[src/rtl/chan_err_pkg.sv]
// Shared types, constants and helpers for the channel error injector.
package chan_err_pkg;

    // Corruption source selection.
    typedef enum logic [1:0] {
        ERR_OFF    = 2'd0,
        ERR_BURST  = 2'd1,
        ERR_RANDOM = 2'd2,
        ERR_BOTH   = 2'd3
    } err_mode_e;

    localparam int unsigned POPCNT_IN_W  = 32;
    localparam int unsigned POPCNT_OUT_W = 6;

    // Maximal-length Galois taps for a 16-bit right-shifting LFSR.
    localparam logic [15:0] LFSR_TAPS_16 = 16'hB400;

    // Number of set bits in a word of up to 32 bits.
    function automatic logic [POPCNT_OUT_W-1:0] popcount(input logic [POPCNT_IN_W-1:0] v);
        logic [POPCNT_OUT_W-1:0] c;
        c = '0;
        for (int i = 0; i < int'(POPCNT_IN_W); i++) begin
            c = c + POPCNT_OUT_W'(v[i]);
        end
        return c;
    endfunction

endpackage

[src/rtl/chan_err_injector_lfsr_gen.sv]
// Galois LFSR used as the random-error source; never leaves the nonzero cycle.
module lfsr_gen
    import chan_err_pkg::*;
#(
    parameter int unsigned     W    = 16,
    parameter logic [W-1:0]    SEED = W'(16'hACE1),
    parameter logic [W-1:0]    TAPS = W'(LFSR_TAPS_16)
) (
    input  logic         clk,
    input  logic         rst,
    input  logic         clear,
    input  logic         step,
    output logic [W-1:0] value
);

    logic [W-1:0] value_q;
    logic [W-1:0] value_d;

    // Reseed on clear, otherwise shift right and fold taps when the LSB falls out.
    always_comb begin
        value_d = value_q;
        if (clear) begin
            value_d = SEED;
        end else if (step) begin
            value_d = (value_q >> 1) ^ (value_q[0] ? TAPS : '0);
        end
    end

    // State register.
    always_ff @(posedge clk) begin
        if (rst) begin
            value_q <= SEED;
        end else begin
            value_q <= value_d;
        end
    end

    assign value = value_q;

endmodule

[src/rtl/chan_err_injector.sv]
// Channel model: passes code symbols with one cycle of latency, XOR-corrupting
// selected symbols by burst window and/or LFSR draw, with saturating statistics.
module chan_err_injector
    import chan_err_pkg::*;
#(
    parameter int unsigned          SYM_W       = 2,
    parameter int unsigned          PERIOD_LOG2 = 5,
    parameter int unsigned          LFSR_W      = 16,
    parameter logic [LFSR_W-1:0]    LFSR_SEED   = LFSR_W'(16'hACE1),
    parameter logic [LFSR_W-1:0]    LFSR_TAPS   = LFSR_W'(LFSR_TAPS_16),
    parameter int unsigned          CNT_W       = 16
) (
    input  logic                     clk,
    input  logic                     rst,
    input  logic [1:0]               cfg_mode_i,
    input  logic [PERIOD_LOG2-1:0]   cfg_burst_start_i,
    input  logic [PERIOD_LOG2:0]     cfg_burst_len_i,
    input  logic [SYM_W-1:0]         cfg_err_mask_i,
    input  logic [LFSR_W-1:0]        cfg_rand_thresh_i,
    input  logic [CNT_W-1:0]         cfg_sym_limit_i,
    input  logic                     clear_i,
    input  logic                     valid_i,
    input  logic [SYM_W-1:0]         sym_i,
    output logic                     valid_o,
    output logic [SYM_W-1:0]         sym_o,
    output logic                     err_o,
    output logic                     active_o,
    output logic [CNT_W-1:0]         sym_ct_o,
    output logic [CNT_W-1:0]         err_sym_ct_o,
    output logic [CNT_W-1:0]         bad_bit_ct_o
);

    logic [PERIOD_LOG2-1:0] sym_idx_q,  sym_idx_d;
    logic                   valid_q,    valid_d;
    logic [SYM_W-1:0]       sym_q,      sym_d;
    logic                   err_q,      err_d;
    logic [CNT_W-1:0]       sym_ct_q,   sym_ct_d;
    logic [CNT_W-1:0]       err_ct_q,   err_ct_d;
    logic [CNT_W-1:0]       bad_ct_q,   bad_ct_d;

    logic [LFSR_W-1:0]      lfsr_val;
    logic                   lfsr_step;
    logic                   lfsr_clear;

    logic [PERIOD_LOG2-1:0] phase_diff;
    logic                   burst_hit;
    logic                   rand_hit;
    logic                   active_c;
    logic                   hit_c;
    logic [CNT_W:0]         mask_pc;
    logic [CNT_W:0]         bad_sum;

    lfsr_gen #(
        .W    (LFSR_W),
        .SEED (LFSR_SEED),
        .TAPS (LFSR_TAPS)
    ) u_lfsr (
        .clk   (clk),
        .rst   (rst),
        .clear (lfsr_clear),
        .step  (lfsr_step),
        .value (lfsr_val)
    );

    // Hit decision for the symbol presented this cycle; burst window wraps modulo the period.
    always_comb begin
        phase_diff = sym_idx_q - cfg_burst_start_i;
        burst_hit  = ({1'b0, phase_diff} < cfg_burst_len_i);
        rand_hit   = (lfsr_val <= cfg_rand_thresh_i);
        active_c   = (cfg_sym_limit_i == '0) || (sym_ct_q < cfg_sym_limit_i);
        hit_c      = 1'b0;
        case (err_mode_e'(cfg_mode_i))
            ERR_BURST:  hit_c = active_c & burst_hit;
            ERR_RANDOM: hit_c = active_c & rand_hit;
            ERR_BOTH:   hit_c = active_c & (burst_hit | rand_hit);
            default:    hit_c = 1'b0;
        endcase
        mask_pc = (CNT_W+1)'(popcount(POPCNT_IN_W'(cfg_err_mask_i)));
        bad_sum = {1'b0, bad_ct_q} + mask_pc;
    end

    // Next-state for index, output register and saturating statistics; clear wins over valid.
    always_comb begin
        sym_idx_d  = sym_idx_q;
        valid_d    = valid_i;
        sym_d      = sym_q;
        err_d      = err_q;
        sym_ct_d   = sym_ct_q;
        err_ct_d   = err_ct_q;
        bad_ct_d   = bad_ct_q;
        lfsr_step  = 1'b0;
        lfsr_clear = clear_i;
        if (clear_i) begin
            sym_idx_d = '0;
            sym_ct_d  = '0;
            err_ct_d  = '0;
            bad_ct_d  = '0;
            if (valid_i) begin
                sym_d = sym_i;
                err_d = 1'b0;
            end
        end else if (valid_i) begin
            sym_d     = sym_i ^ (hit_c ? cfg_err_mask_i : '0);
            err_d     = hit_c;
            sym_idx_d = sym_idx_q + PERIOD_LOG2'(1);
            lfsr_step = 1'b1;
            if (sym_ct_q != '1) begin
                sym_ct_d = sym_ct_q + CNT_W'(1);
            end
            if (hit_c) begin
                if (err_ct_q != '1) begin
                    err_ct_d = err_ct_q + CNT_W'(1);
                end
                bad_ct_d = bad_sum[CNT_W] ? '1 : bad_sum[CNT_W-1:0];
            end
        end
    end

    // Registers with synchronous reset.
    always_ff @(posedge clk) begin
        if (rst) begin
            sym_idx_q <= '0;
            valid_q   <= 1'b0;
            sym_q     <= '0;
            err_q     <= 1'b0;
            sym_ct_q  <= '0;
            err_ct_q  <= '0;
            bad_ct_q  <= '0;
        end else begin
            sym_idx_q <= sym_idx_d;
            valid_q   <= valid_d;
            sym_q     <= sym_d;
            err_q     <= err_d;
            sym_ct_q  <= sym_ct_d;
            err_ct_q  <= err_ct_d;
            bad_ct_q  <= bad_ct_d;
        end
    end

    assign valid_o      = valid_q;
    assign sym_o        = sym_q;
    assign err_o        = err_q;
    assign active_o     = active_c;
    assign sym_ct_o     = sym_ct_q;
    assign err_sym_ct_o = err_ct_q;
    assign bad_bit_ct_o = bad_ct_q;

endmodule

[config.mk]
export PLATFORM = sky130hd
export DESIGN_NAME = chan_err_injector
export DESIGN_NICKNAME = d
export VERILOG_FILES = /design/src/rtl/chan_err_pkg.sv /design/src/rtl/chan_err_injector_lfsr_gen.sv /design/src/rtl/chan_err_injector.sv
export SDC_FILE = /design/constraint.sdc
export NUM_CORES = 1
export LEC_CHECK = 0
export CORE_ASPECT_RATIO = 1.25
export CORE_MARGIN = 1
export CORE_UTILIZATION = 46
export DETAILED_ROUTE_END_ITERATION = 16
export GPL_ROUTABILITY_DRIVEN = 0
export PLACE_DENSITY = 0.85
export SYNTH_ARGS = -nofsm -noshare
export SYNTH_HDL_FRONTEND = slang
export SYNTH_SLANG_ARGS = --single-unit
[constraint.sdc]
create_clock -name clk -period 3.5 [get_ports clk]
set_clock_uncertainty 0.15 [all_clocks]
set_input_delay 0.525 -clock clk [delete_from_list [all_inputs] [get_ports clk]]
set_output_delay 0.525 -clock clk [all_outputs]
set_load 0.03 [all_outputs]
==> results of run 1 <==
[what timing repair did]
| action | in CTS | in global routing |
|---|---|---|
| buffers inserted | 3 | 5 |
| hold buffers | 0 | 0 |
| resized for setup | 17 | 12 |
| cloned | 3 | 0 |
| setup endpoints to repair | 34 | 28 |
| pin swaps | 20 | 10 |
[per-stage QoR]
stage	cell area (um^2)	hold WS [ns]
floorplan	4443	0.3184
global placement	5759	0.3307
detailed placement	5759	0.3264
CTS	6232	0.3342
global route	6336	0.3606
finish	6336	0.3380
[Yosys cell counts (3+ instances only)]
| master | instances | area [um^2] |
|---|---|---|
| sky130_fd_sc_hd__a211oi_1 | 11 | 82.58 |
| sky130_fd_sc_hd__a21o_1 | 7 | 52.55 |
| sky130_fd_sc_hd__a21oi_1 | 39 | 195.2 |
| sky130_fd_sc_hd__a311oi_1 | 5 | 43.79 |
| sky130_fd_sc_hd__a31o_2 | 3 | 26.28 |
| sky130_fd_sc_hd__a41o_1 | 3 | 30.03 |
| sky130_fd_sc_hd__a41oi_1 | 5 | 43.79 |
| sky130_fd_sc_hd__and3_1 | 8 | 50.05 |
| sky130_fd_sc_hd__and4_1 | 3 | 26.28 |
| sky130_fd_sc_hd__buf_1 | 4 | 15.01 |
| sky130_fd_sc_hd__buf_2 | 3 | 15.01 |
| sky130_fd_sc_hd__clkbuf_1 | 15 | 56.30 |
| sky130_fd_sc_hd__dfxtp_1 | 73 | 1461 |
| sky130_fd_sc_hd__ha_1 | 43 | 538.0 |
| sky130_fd_sc_hd__inv_1 | 54 | 202.7 |
| sky130_fd_sc_hd__mux2i_1 | 16 | 160.2 |
| sky130_fd_sc_hd__nand2_1 | 33 | 123.9 |
| sky130_fd_sc_hd__nand3_1 | 21 | 105.1 |
| sky130_fd_sc_hd__nand4_1 | 21 | 131.4 |
| sky130_fd_sc_hd__nor2_1 | 56 | 210.2 |
| sky130_fd_sc_hd__nor3_1 | 10 | 50.05 |
| sky130_fd_sc_hd__nor4_1 | 9 | 56.30 |
| sky130_fd_sc_hd__o21ai_0 | 14 | 70.07 |
| sky130_fd_sc_hd__o31ai_1 | 5 | 37.54 |
| sky130_fd_sc_hd__or2_2 | 3 | 18.77 |
| sky130_fd_sc_hd__or3_1 | 10 | 62.56 |
| sky130_fd_sc_hd__or4_1 | 5 | 37.54 |
| sky130_fd_sc_hd__xnor2_1 | 12 | 105.1 |
| sky130_fd_sc_hd__xor2_1 | 12 | 105.1 |
[metal layers]
layer,track usage,share of wire
met5,0,0
met4,0.1022,0.023
met3,0.04781,0.059
met2,0.4482,0.50
met1,0.2938,0.42
[where the power goes]
part / total (mW) / switching, mW / internal, mW
clock network: 0.939 / 0.366 / 0.572
logic: 0.363 / 0.171 / 0.191
registers: 0.854 / 0.0113 / 0.843
[critical path: stages]
cell                            delay (ns)
sky130_fd_sc_hd__dlygate4sd2_1        0.20
sky130_fd_sc_hd__ha_2                 0.16
sky130_fd_sc_hd__inv_2                0.04
sky130_fd_sc_hd__fa_2                 0.38
sky130_fd_sc_hd__a21o_1               0.20
sky130_fd_sc_hd__a21oi_2              0.13
sky130_fd_sc_hd__xnor2_1              0.14
sky130_fd_sc_hd__ha_1                 0.26
sky130_fd_sc_hd__o21ai_2              0.06
sky130_fd_sc_hd__a21o_1               0.10
sky130_fd_sc_hd__a222oi_1             0.06
sky130_fd_sc_hd__buf_4                0.16
sky130_fd_sc_hd__buf_6                0.12
sky130_fd_sc_hd__a21o_4               0.22
sky130_fd_sc_hd__bufbuf_16            0.28
sky130_fd_sc_hd__o31ai_1              0.36
sky130_fd_sc_hd__a21oi_2              0.10
[path summary, 6_finish.rpt]
check	slack, ns	end	cells past startpoint
worst min-delay path	0.34	sym_o[0]$_SDFFE_PP0P_	2
worst min register to register	0.34	sym_o[0]$_SDFFE_PP0P_	2
worst max-delay path	0.03	err_sym_ct_o[5]$_SDFFE_PP0P_	17
worst max register to register	0.06	err_sym_ct_o[5]$_SDFFE_PP0P_	17
[kinds of logic after synthesis]
kind of cell             count (synthesis)  share of synthesized area
multiplexers                            16                    0.03606
XOR/XNOR                                24                    0.04732
AND/OR/NAND/NOR                        188                     0.2132
AO/OA/AOI/OAI                          112                     0.1758
adder cells (fa/ha/maj)                 45                     0.1301
flip-flops                              73                     0.3290
buffers and inverters                   78                    0.06845
[registers in the layout (all words and copies together), names as in the netlist]
register / cells
bad_bit_ct_o: 16
err_o: 1
err_sym_ct_o: 16
sym_ct_o: 16
sym_idx_q: 5
sym_o: 2
u_lfsr.value: 16
valid_o: 1
[final cells by class]
cell class	count	area share
Sequential cell	73	0.2306
Inverter	55	0.03258
Timing Repair Buffer	139	0.2204
Clock inverter	6	0.01047
Clock buffer	10	0.03772
Tap cell	123	0.02429
Multi-Input combinational cell	386	0.4439
==> summary.md, run 1 <==
| Metric | Value |
|---|---|
| Outcome | `finished, final reports clean` |
| Number of library cell types mapped by synthesis | `55` |
| Element type at the critical path end | `flip-flop` |
| Antenna violations before repair | `0` |
| Chip width | `89.89 um` |
| Worst hold path type | `flip-flop to flip-flop` |
| Reg-to-reg critical path startpoint | `sym_idx_q[0]$_SDFFE_PP0P_` |
| Number of enable-type register cells in the synthesized netlist | `0` |
| Leakage power of the design | `2.560 nW` |
| Detail Route Antenna Nets | `0` |
| Data arrival, critical path | `3.50 ns` |
| Number of failing setup endpoints in the final timing report | `0` |
| First-pass iteration count of the detailed router | `7` |
| Pre-CTS setup slack | `-0.9522 ns` |
| Setup slack after layout | `0.03159 ns` |
| Number of nets produced by synthesis | `634` |
| Final Max Slew Viols | `0` |
| Initial core utilization | `0.4791` |
| Classification of the worst setup path | `input pin to flip-flop` |
| Gr usage total | `0.2508` |
| Max Fclk | `288.3 MHz` |
| Syn_area_per_cell | `8.287 um^2` |
| Count of warnings emitted by yosys | `0` |
| Fraction of synthesis flops using an asynchronous set or reset pin | `0` |
| H-tree levels | `3` |
| Commonest cells after routing, fill and taps aside | `102 x sky130_fd_sc_hd__clkdlybuf4s50_1, 73 x sky130_fd_sc_hd__dfxtp_1, 56 x sky130_fd_sc_hd__nor2_1, 52 x sky130_fd_sc_hd__inv_1, 41 x sky130_fd_sc_hd__ha_1` |
| Site row count | `39` |
| Fin. Hold Viols | `0` |
| First-pass GRT wire length | `20730 um` |
| Number of global-route vias before repair | `4493` |
| DR DRC count | `0` |
| Launch instance of the worst min-delay path | `sym_o[0]$_SDFFE_PP0P_` |
| Number of cells in the finished layout apart from fillers | `792` |
| Start point of the critical path | `cfg_burst_start_i[0]` |
| Maximum clock insertion buffer count | `2` |
| Hpwl dp | `8776 um` |
| CTS clk-pin slew, worst paths | `0.06 ns` |
| Clock root buffer | `sky130_fd_sc_hd__clkbuf_16` |
| Area of the die | `10060 um^2` |
| Number of register bits inferred by synthesis | `73` |
| Dominant synthesized flop cell | `sky130_fd_sc_hd__dfxtp_1` |
| Aggregate negative setup slack | `0 ns` |
| Layout Area Growth over Synthesis | `42.65%` |
| Fraction of the yosys area taken by sequential cells | `0.3290` |
| Via/cell ratio | `5.765` |
| Areal power density over the cells | `340.2 nW/um^2` |
| Unrepaired setup endpoints after global routing | `yes` |
| Peak supply drop | `0.2329 mV` |
| Pin count of the biggest net entering global routing | `42` |
| DR vias | `4566` |
| Drt wl/cell | `15.77 um` |
| Transition at the pin with the smallest max-transition slack | `0.8816 ns` |
| Clock latency reported for the late side of the worst-skew pair | `0.33 ns` |
| Cts bufs inserted | `9` |
| Total power consumption of the routed design | `2.156 mW` |
| Number of top-level design ports | `106` |
| Endpoint required time on the critical path | `3.53 ns` |
| Placed Instances | `766` |
| Combined area of the multi-input logic cells | `2813 um^2` |
| Final Cycle Share | `0.9910` |
| Most common library cell in the layout ignoring fill and taps | `sky130_fd_sc_hd__clkdlybuf4s50_1` |
| Cell area after technology mapping | `4442 um^2` |
| Diode count | `0` |
| Die height | `111.9 um` |
| Max-cap check violation count | `0` |
| Core area | `9271 um^2` |
| Slew HR | `0.4122` |
| Number of nets in the final layout | `762` |
| Period minus WS final | `3.468 ns` |
| Final design utilization | `0.6834` |
| GRT Residual Overflow | `0` |
| DRT iter0 DRCs | `242` |
| Number of cells produced by synthesis | `536` |
| Share of final-layout standard cells stronger than drive strength 1 | `0.1226` |
| Wire length reported by the detailed router | `12490 um` |
| Startpoint types | `input pin` |
| Crit Path Max Fanout | `10` |
| # fillers | `695` |
| TritonCTS clock tree | `built` |
| Sinks on Clock Net | `73` |
| Sequential Area | `1461 um^2` |
| IO buf count | `105` |
Power figures use the tool's default switching activity.
==> inputs of run 2 (changes only) <==
- SKIP_CTS_REPAIR_TIMING: not set -> 1
- SLEW_MARGIN: not set -> 20
==> summary.md, run 2 (synthesized netlist as in run 1, its figures left out) <==
| Metric | Value |
|---|---|
| DR vias | `4567 (+0.022%)` |
| Period minus WS final | `3.444 ns (-0.02439 ns)` |
| Sequential share of power | `0.399 (+0.003)` |
| Max-cap check violation count | `0 (unchanged)` |
| Die height | `111.9 um (unchanged)` |
| DRT iter0 DRCs | `284 (+17%)` |
| Switch share | `0.2564 (+0.001754)` |
| Share of final-layout standard cells stronger than drive strength 1 | `0.1256 (+0.002990)` |
| Site row count | `39 (unchanged)` |
| Hpwl dp | `8776 um (unchanged)` |
| Initial core utilization | `0.4791 (unchanged)` |
| Crit Path Max Fanout | `5 (-5)` |
| Wire length reported by the detailed router | `12680 um (+1.5%)` |
| Sw Pwr | `549.8 uW (+0.15%)` |
| Int Pwr | `1.594 mW (-0.77%)` |
| Gr usage total | `0.2372 (-0.01354)` |
| Drt wl/cell | `16.01 um (+1.5%)` |
| Unrepaired setup endpoints after global routing | `yes` |
| First-pass iteration count of the detailed router | `5 (-2)` |
| Startpoint types | `flip-flop` |
| Diode count | `0 (unchanged)` |
| Final Max Slew Viols | `0 (unchanged)` |
| Areal power density over the cells | `340.7 nW/um^2 (+0.14%)` |
| Layout Area Growth over Synthesis | `41.69%` |
| Maximum clock insertion buffer count | `2 (unchanged)` |
| GRT Residual Overflow | `0 (unchanged)` |
| Logic gate share of total power | `0.163 (-0.005)` |
| Fin. Hold Viols | `0 (unchanged)` |
| IO buf count | `105 (unchanged)` |
| Classification of the worst setup path | `flip-flop to flip-flop` |
| DR DRC count | `0 (unchanged)` |
| Core area | `9271 um^2 (unchanged)` |
| Number of top-level design ports | `106 (unchanged)` |
| Endpoint required time on the critical path | `3.61 ns (+0.08 ns)` |
| Peak supply drop | `0.2367 mV (+1.6%)` |
| Chip width | `89.89 um (unchanged)` |
| Worst hold path type | `flip-flop to flip-flop` |
| Total power consumption of the routed design | `2.144 mW (-0.53%)` |
| Most common library cell in the layout ignoring fill and taps | `sky130_fd_sc_hd__clkdlybuf4s50_1` |
| Slew HR | `0.3988 (-0.01339)` |
| Number of failing setup endpoints in the final timing report | `0 (unchanged)` |
| Number of nets in the final layout | `762 (unchanged)` |
| Via/cell ratio | `5.766 (about the same)` |
| Number of global-route vias before repair | `4337 (-3.5%)` |
| Power share of the clock group | `0.438 (+0.003)` |
| First-pass GRT wire length | `19630 um (-5.3%)` |
| Max Fclk | `290.4 MHz (+0.71%)` |
| H-tree levels | `3 (unchanged)` |
| Detail Route Antenna Nets | `0 (unchanged)` |
| Antenna violations before repair | `0 (unchanged)` |
| Cts bufs inserted | `9 (unchanged)` |
| Pin count of the biggest net entering global routing | `42 (unchanged)` |
| TritonCTS clock tree | `built` |
| Clock root buffer | `sky130_fd_sc_hd__clkbuf_16` |
| Commonest cells after routing, fill and taps aside | `102 x sky130_fd_sc_hd__clkdlybuf4s50_1, 72 x sky130_fd_sc_hd__dfxtp_1, 56 x sky130_fd_sc_hd__nor2_1, 51 x sky130_fd_sc_hd__inv_1, 41 x sky130_fd_sc_hd__ha_1` |
| Final non-filler cell area | `6294 um^2 (-0.67%)` |
| Sinks on Clock Net | `73 (unchanged)` |
| Final Cycle Share | `0.9840 (-0.006967)` |
| Clock latency reported for the late side of the worst-skew pair | `0.33 ns (about the same)` |
| Data arrival, critical path | `3.56 ns (+0.06 ns)` |
| Element type at the critical path end | `flip-flop` |
| CTS clk-pin slew, worst paths | `0.06 ns (about the same)` |
| Leakage power of the design | `2.553 nW (-0.25%)` |
| Post-placement cell area | `5759 um^2 (unchanged)` |
| Transition at the pin with the smallest max-transition slack | `0.9017 ns (+0.02008 ns)` |
| Outcome | `finished, final reports clean` |
| Setup slack of the worst register-to-register path | `0.06 ns (about the same)` |
| Area of the die | `10060 um^2 (unchanged)` |
run 2: cell count changes in the layout (fill, tap and decap cells not counted), moves of 2 or more:
cell	previous run	this run
sky130_fd_sc_hd__or4_1	4	2
sky130_fd_sc_hd__clkbuf_16	9	11
sky130_fd_sc_hd__or4_4	1	3
sky130_fd_sc_hd__nor4_4	2	0
sky130_fd_sc_hd__bufbuf_16	2	0
run 2: metal layers:
metal	GRT usage	vias to the layer above	wire [um]
met2	0.4267	191	6346
met1	0.2770	2165	5282
met5	0	-	0
met4	0.09355	0	308
met3	0.04508	33	739
li1	-	2178	-
run 2: final timing paths:
path / startpoint / endpoint / depth (start not counted)
worst max-delay path: sym_idx_q[0]$_SDFFE_PP0P_ / err_sym_ct_o[5]$_SDFFE_PP0P_ / 17
worst min-delay path: sym_o[0]$_SDFFE_PP0P_ / sym_o[0]$_SDFFE_PP0P_ / 2
worst min register to register: sym_o[0]$_SDFFE_PP0P_ / sym_o[0]$_SDFFE_PP0P_ / 2
worst max register to register: sym_idx_q[0]$_SDFFE_PP0P_ / err_sym_ct_o[5]$_SDFFE_PP0P_ / 17
run 2: final cells by class:
cell class	count	area (um^2)
timing repair buffer	139	1376
clock buffer	10	239.0
tap	123	153.9
multi-input combinational	386	2789
inverter	55	206.4
sequential	73	1463
clock inverter	6	66.31
fill	705	2978
run 2: worst max-delay path, stage by stage, from the launching register on:
cell	delay (ns)
sky130_fd_sc_hd__dfxtp_2	0.32
sky130_fd_sc_hd__inv_2	0.06
sky130_fd_sc_hd__ha_4	0.13
sky130_fd_sc_hd__inv_2	0.04
sky130_fd_sc_hd__fa_2	0.38
sky130_fd_sc_hd__a21o_1	0.20
sky130_fd_sc_hd__a21oi_2	0.15
sky130_fd_sc_hd__xnor2_1	0.15
sky130_fd_sc_hd__ha_1	0.27
sky130_fd_sc_hd__o21ai_2	0.06
sky130_fd_sc_hd__a21o_1	0.10
sky130_fd_sc_hd__a222oi_1	0.06
sky130_fd_sc_hd__buf_4	0.17
sky130_fd_sc_hd__buf_6	0.13
sky130_fd_sc_hd__a21o_4	0.22
sky130_fd_sc_hd__buf_12	0.13
sky130_fd_sc_hd__or4_4	0.52
sky130_fd_sc_hd__a21oi_2	0.12
run 2: metrics by stage:
step                      setup TNS, ns  hold WS [ns]  cells    util  setup slack [ns]
after global placement           -17.97        0.3307    766  0.6212           -0.8239
final                                 0        0.3340    792  0.6788           0.05598
after CTS                        -10.49        0.3342    782  0.6541           -0.6130
after floorplan                       0        0.3184    536       -           0.07410
after detailed placement         -22.24        0.3264    766  0.6212           -0.9522
after global routing            -0.1336        0.3607    792  0.6788          -0.04887
run 2: power groups by stage:
stage	registers, mW	clock network [mW]	logic [mW]
final	0.855	0.940	0.350
after global routing	0.856	0.981	0.379
after CTS	0.854	0.947	0.304
after detailed placement	0.873	0	0.302
after global placement	0.872	0	0.288
after floorplan	0.881	0	0.152
